### src/rtl/fft_pkg.sv
// Shared constants and bank-state encoding for the FFT output reorder buffer.
package fft_pkg;

  localparam int FFT_N     = 16;
  localparam int FFT_LOG2N = 4;
  localparam int FFT_DW    = 16;

  // Lifecycle of one reorder bank.
  typedef enum logic [1:0] {
    BANK_EMPTY    = 2'd0,
    BANK_FILLING  = 2'd1,
    BANK_FULL     = 2'd2,
    BANK_DRAINING = 2'd3
  } bank_state_t;

  // A bank holding a complete frame cannot take writes and may be read.
  function automatic logic bank_busy(input bank_state_t s);
    return (s == BANK_FULL) || (s == BANK_DRAINING);
  endfunction

endpackage

### src/rtl/fft_reorder_ram.sv
// Frame storage: one synchronous write port, one asynchronous read port.
// Contents are deliberately not reset; bank state decides what is valid.
module fft_reorder_ram #(
  parameter int DEPTH = 32,
  parameter int DW    = 32,
  parameter int AW    = 5
) (
  input  logic          clk,
  input  logic          i_wr_en,
  input  logic [AW-1:0] i_wr_addr,
  input  logic [DW-1:0] i_wr_data,
  input  logic [AW-1:0] i_rd_addr,
  output logic [DW-1:0] o_rd_data
);

  logic [DW-1:0] r_mem [DEPTH];

  // Store one word per accepted sample.
  always_ff @(posedge clk) begin
    if (i_wr_en) begin
      r_mem[i_wr_addr] <= i_wr_data;
    end
  end

  assign o_rd_data = r_mem[i_rd_addr];

endmodule

### src/rtl/fft_out_reorder.sv
// FFT output reorder buffer: accepts samples in bit-reversed bin order and
// emits them in natural bin order. Samples are written at bitrev(k) and read
// back at ascending addresses.
// Build option: define FFT_REORDER_PINGPONG_EN for two banks that fill and
// drain concurrently; otherwise a single bank alternates between filling and
// draining.
module fft_out_reorder
  import fft_pkg::*;
#(
  parameter int N = FFT_N,
  parameter int W = FFT_DW
) (
  input  logic         clk,
  input  logic         reset,
  input  logic         in_push,
  input  logic [W-1:0] in_real,
  input  logic [W-1:0] in_imag,
  output logic         in_stall,
  output logic         out_push_F,
  output logic [W-1:0] out_real_F,
  output logic [W-1:0] out_imag_F,
  input  logic         out_stall
);

  localparam int LOG2N = $clog2(N);
`ifdef FFT_REORDER_PINGPONG_EN
  localparam int NB = 2;
`else
  localparam int NB = 1;
`endif
  localparam int AW = $clog2(NB * N);
  localparam logic [LOG2N-1:0] LAST_IDX = LOG2N'(N - 1);

  bank_state_t      r_state [NB];
  logic             r_wr_bank;
  logic             r_rd_bank;
  logic [LOG2N-1:0] r_wr_cnt;
  logic [LOG2N-1:0] r_rd_cnt;
  logic [LOG2N-1:0] w_wr_addr;
  logic [AW-1:0]    w_wr_idx;
  logic [AW-1:0]    w_rd_idx;
  logic [2*W-1:0]   w_rd_data;
  logic             w_accept;
  logic             w_pop;
  logic             w_wr_last;
  logic             w_rd_last;
  logic             w_wr_bank_next;
  logic             w_rd_bank_next;

  // Handshake decisions depend only on registered bank state.
  assign in_stall  = bank_busy(r_state[r_wr_bank]);
  assign w_accept  = in_push & ~in_stall;
  assign w_pop     = ~out_stall & bank_busy(r_state[r_rd_bank]);
  assign w_wr_last = (r_wr_cnt == LAST_IDX);
  assign w_rd_last = (r_rd_cnt == LAST_IDX);

  // With a single bank both pointers stay on bank 0.
  assign w_wr_bank_next = (NB == 2) ? ~r_wr_bank : 1'b0;
  assign w_rd_bank_next = (NB == 2) ? ~r_rd_bank : 1'b0;

  // Write address is the sample counter with its bits mirrored.
  for (genvar gi = 0; gi < LOG2N; gi++) begin : g_bitrev
    assign w_wr_addr[gi] = r_wr_cnt[LOG2N-1-gi];
  end

  if (NB == 2) begin : g_idx_pp
    assign w_wr_idx = {r_wr_bank, w_wr_addr};
    assign w_rd_idx = {r_rd_bank, r_rd_cnt};
  end else begin : g_idx_single
    assign w_wr_idx = w_wr_addr;
    assign w_rd_idx = r_rd_cnt;
  end

  fft_reorder_ram #(
    .DEPTH (NB * N),
    .DW    (2 * W),
    .AW    (AW)
  ) u_ram (
    .clk       (clk),
    .i_wr_en   (w_accept),
    .i_wr_addr (w_wr_idx),
    .i_wr_data ({in_real, in_imag}),
    .i_rd_addr (w_rd_idx),
    .o_rd_data (w_rd_data)
  );

  // Write pointer: count accepted samples, move to the next bank after the last.
  always_ff @(posedge clk or posedge reset) begin
    if (reset) begin
      r_wr_cnt  <= '0;
      r_wr_bank <= 1'b0;
    end else if (w_accept) begin
      r_wr_cnt <= r_wr_cnt + 1'b1;
      if (w_wr_last) begin
        r_wr_bank <= w_wr_bank_next;
      end
    end
  end

  // Read pointer and registered output word; data holds while no pop occurs.
  always_ff @(posedge clk or posedge reset) begin
    if (reset) begin
      r_rd_cnt   <= '0;
      r_rd_bank  <= 1'b0;
      out_push_F <= 1'b0;
      out_real_F <= '0;
      out_imag_F <= '0;
    end else begin
      out_push_F <= w_pop;
      if (w_pop) begin
        out_real_F <= w_rd_data[2*W-1:W];
        out_imag_F <= w_rd_data[W-1:0];
        r_rd_cnt   <= r_rd_cnt + 1'b1;
        if (w_rd_last) begin
          r_rd_bank <= w_rd_bank_next;
        end
      end
    end
  end

  // Per-bank lifecycle; a bank is never written and popped in the same edge.
  for (genvar gi = 0; gi < NB; gi++) begin : g_bank
    always_ff @(posedge clk or posedge reset) begin
      if (reset) begin
        r_state[gi] <= BANK_EMPTY;
      end else if (w_accept && (r_wr_bank == 1'(gi))) begin
        r_state[gi] <= w_wr_last ? BANK_FULL : BANK_FILLING;
      end else if (w_pop && (r_rd_bank == 1'(gi))) begin
        r_state[gi] <= w_rd_last ? BANK_EMPTY : BANK_DRAINING;
      end
    end
  end

endmodule

### config.mk
export PLATFORM = sky130hd
export DESIGN_NAME = fft_out_reorder
export DESIGN_NICKNAME = d
export VERILOG_FILES = /design/src/rtl/fft_pkg.sv /design/src/rtl/fft_reorder_ram.sv /design/src/rtl/fft_out_reorder.sv
export SDC_FILE = /design/constraint.sdc
export NUM_CORES = 1
export LEC_CHECK = 0
export CAP_MARGIN = 30
export CORE_ASPECT_RATIO = 1.5
export CORE_UTILIZATION = 65
export DETAILED_ROUTE_END_ITERATION = 10
export HOLD_SLACK_MARGIN = 0.06
export PLACE_DENSITY = 0.88
export SETUP_SLACK_MARGIN = 0.02
export SYNTH_ARGS = -nofsm -noshare
export SYNTH_HDL_FRONTEND = slang
export SYNTH_HIERARCHICAL = 1
export SYNTH_SLANG_ARGS = --single-unit
### constraint.sdc
create_clock -name clk -period 7.74 [get_ports clk]
set_clock_uncertainty 0.1 [all_clocks]
set_input_delay 0.774 -clock clk [delete_from_list [all_inputs] [get_ports clk]]
set_output_delay 0.774 -clock clk [all_outputs]
set_load 0.01 [all_outputs]
==> metrics.yaml <==
place_congestion: 0.713
cts_tree: "yes"
switching_share_pct: 28.8
postSynthCellCount: 906
max_freq_mhz: 265
remaining_drc_errors: 0
ctsHtreeMaxLevel: 2
core_um2: 31700
max_cap_violations: 0
layout-area-overhead-vs-synth_pct: 14.2
io_pins: 70
tightest_slew_ns: 1.03
power_density_nw_per_um2: 353
cts_root_buf: "clkbuf_16"
antenna_cells: 0
critPathKind: "in -> reg"
worstSkewPairLatency_ns: 0.56
ctsResizeCount: 0
wirelength_mm: 48.1
ys.warnings.count: 6
setup_tns_ns: 0
cts_sinks: 554
arrival_ns: 3.87
die_y_um: 221
vias: 10200
grt_max_degree: 70
cts_hold_buf: 0
wl_per_cell_um: 33.2
rsz0062_at_grt: "no"
power_frac_comb_pct: 26.2
place.port_buffers: 69
p_clk_share_pct: 28.4
async_flop_share_pct: 7.58
drtIter0Drc: 1191
syn_area_per_cell_um2: 23.0
fin_crit_sh_pct: 48.7
setup-violations-final: 0
placed_area_um2: 22200
overflow: 0
grt_pass1_vias: 10700
cp_max_fo: 23
fin_crit_ns: 3.77
ys_ff_latch: 554
fin_nets: 1040
status: "finished, final reports clean"
dp_slack_ns: 3.52
clock_path_buffers: 3
clk_pin_slew_ns: 0.07
power_leakage_nw: 7.64
finalWorstSetupSlack_ns: 3.97
p_seq_share_pct: 45.3
dp_hpwl_mm: 24.3
ys.flop_type: "edfxtp_1"
synth_edf_count: 512
cp-start-kind: "input port"
dieArea_um2: 32800
grt.busiest_layer: "met2"
totalPowerFinal_mw: 8.41
syn_nets: 944
use_met1_pct: 38.9
synthesis.area_um2: 20900
first_pass_iters: 5
antenna_found_initial: 0
whs_ns: 0.407
initial_core_util_pct: 65.7
ys_seq_area_share_pct: 78.7
cp.required_ns: 7.84
cts_setup_buffers: 0
ys_types: 28
grt_pass1_wl_mm: 69.6
switching_power_mw: 2.42
hold_viol: 0
grt_use_total_pct: 30.2
peakVddDrop_v: 0.000250
maxSlewViolCount: 0
die_width_um: 148
design_area_um2: 23800
ant_nets: 0
power.internal_mw: 5.99
drive_gt1_share_pct: 27.4
min_path_type: "reg -> reg"
met3_usage_pct: 5.03
use_met2_pct: 51.0
slew_headroom_pct: 31.1
end_kind: "register"
cts_buffers: 47
viasPerCell: 7.03
placementRows: 80
==> power by group through the flow <==
stage / logic (mW) / registers [mW] / clock network (mW)
floorplan: 1.52 / 3.73 / 0
global placement: 2.02 / 3.83 / 0
detailed placement: 2.12 / 3.86 / 0
CTS: 2.18 / 3.82 / 2.40
global route: 2.31 / 3.85 / 2.52
finish: 2.21 / 3.81 / 2.39
==> critical path, cell delays in order <==
cell and delay (ns):
clkdlybuf4s50_1 0.58, nor2b_1 0.59, nand3_1 0.46, nor3_2 0.88
buf_4 0.56
==> through the flow <==
step                instances  utilization, %
finish                   1449            75.1
global route             1449            75.1
CTS                      1447            74.9
detailed placement       1361            70.0
global placement         1354            69.5
floorplan                 906               -
==> kinds of logic (layout without fill, tap and decap cells) <==
family,Yosys count,after routing,share of synthesized area [%]
XOR/XNOR,6,6,0.252
multiplexers,162,162,15.7
AND/OR/NAND/NOR,67,67,1.54
buffers and inverters,50,183,1.35
adder cells (fa/ha/maj),2,2,0.120
AO/OA/AOI/OAI,65,65,2.35
flip-flops,554,554,78.7
==> flip-flops by register name, indices dropped and copies added, names as in the netlist <==
signal,flops
out_imag_F,16
out_push_F,1
out_real_F,16
r_rd_cnt,4
r_state,1
r_wr_cnt,4
u_ram/r_mem,512
==> placed cells by master (no fill, tap or decap), types with 3 or more instances in the layout <==
cell and instances:
edfxtp_1 512, mux4_2 128, clkdlybuf4s50_1 69, a22oi_1 64
clkbuf_16 49, dfrtp_1 40, nand2_1 35, mux2_2 34
buf_4 18, nor2_4 13, clkbuf_1 9, clkbuf_8 8
clkinv_1 6, clkinv_2 6, buf_12 5, xnor2_1 4
buf_16 4, nor3_2 4, nor2b_4 3, bufinv_16 3
==> cell usage after synthesis, drive strengths merged, types with 3 or more instances <==
library cell	n	area share [%]
edfxtp	512	74
mux4	128	14
a22oi	64	2.3
dfrtp	42	5.0
nand2	35	0.63
mux2	34	1.8
buf	31	1.0
clkbuf	18	0.32
nor2	13	0.23
nor2b	4	0.16
nor3	4	0.096
xnor2	4	0.17
nand4	3	0.16
==> path summary, 6_finish.rpt <==
path / from / to / slack, ns / cells past startpoint
hold reg to reg: out_imag_F[3]$_DFFE_PP0P_ / out_imag_F[3]$_DFFE_PP0P_ / 0.41 / 1
max in group asynchronous: reset / r_rd_cnt[0]$_DFFE_PP0P_ / 6.31 / 3
setup / recovery: in_push / u_ram/r_mem[12][14]$_DFFE_PP_ / 3.97 / 5
min in group asynchronous: reset / r_rd_cnt[1]$_DFFE_PP0P_ / 0.65 / 3
setup reg to reg: r_rd_cnt[0]$_DFFE_PP0P_ / out_imag_F[6]$_DFFE_PP0P_ / 4.26 / 5
hold / removal: out_imag_F[3]$_DFFE_PP0P_ / out_imag_F[3]$_DFFE_PP0P_ / 0.41 / 1
==> per-layer routing <==
| metal | share of wire [%] | wire, µm |
|---|---|---|
| met2 | 54 | 25900 |
| met4 | 3.7 | 1790 |
| met5 | 0 | 0 |
| met1 | 34 | 16500 |
| met3 | 8.0 | 3830 |
==> area by class of cell <==
type / instances / area (µm²)
Sequential cell: 554 / 16400
Fill cell: 1521 / 7900
Multi-Input combinational cell: 302 / 4290
Clock buffer: 66 / 1370
Timing Repair Buffer: 96 / 1040
Tap cell: 410 / 513
Clock inverter: 20 / 184
Inverter: 1 / 3.75
Note: power is estimated with default switching activity, not from simulation.
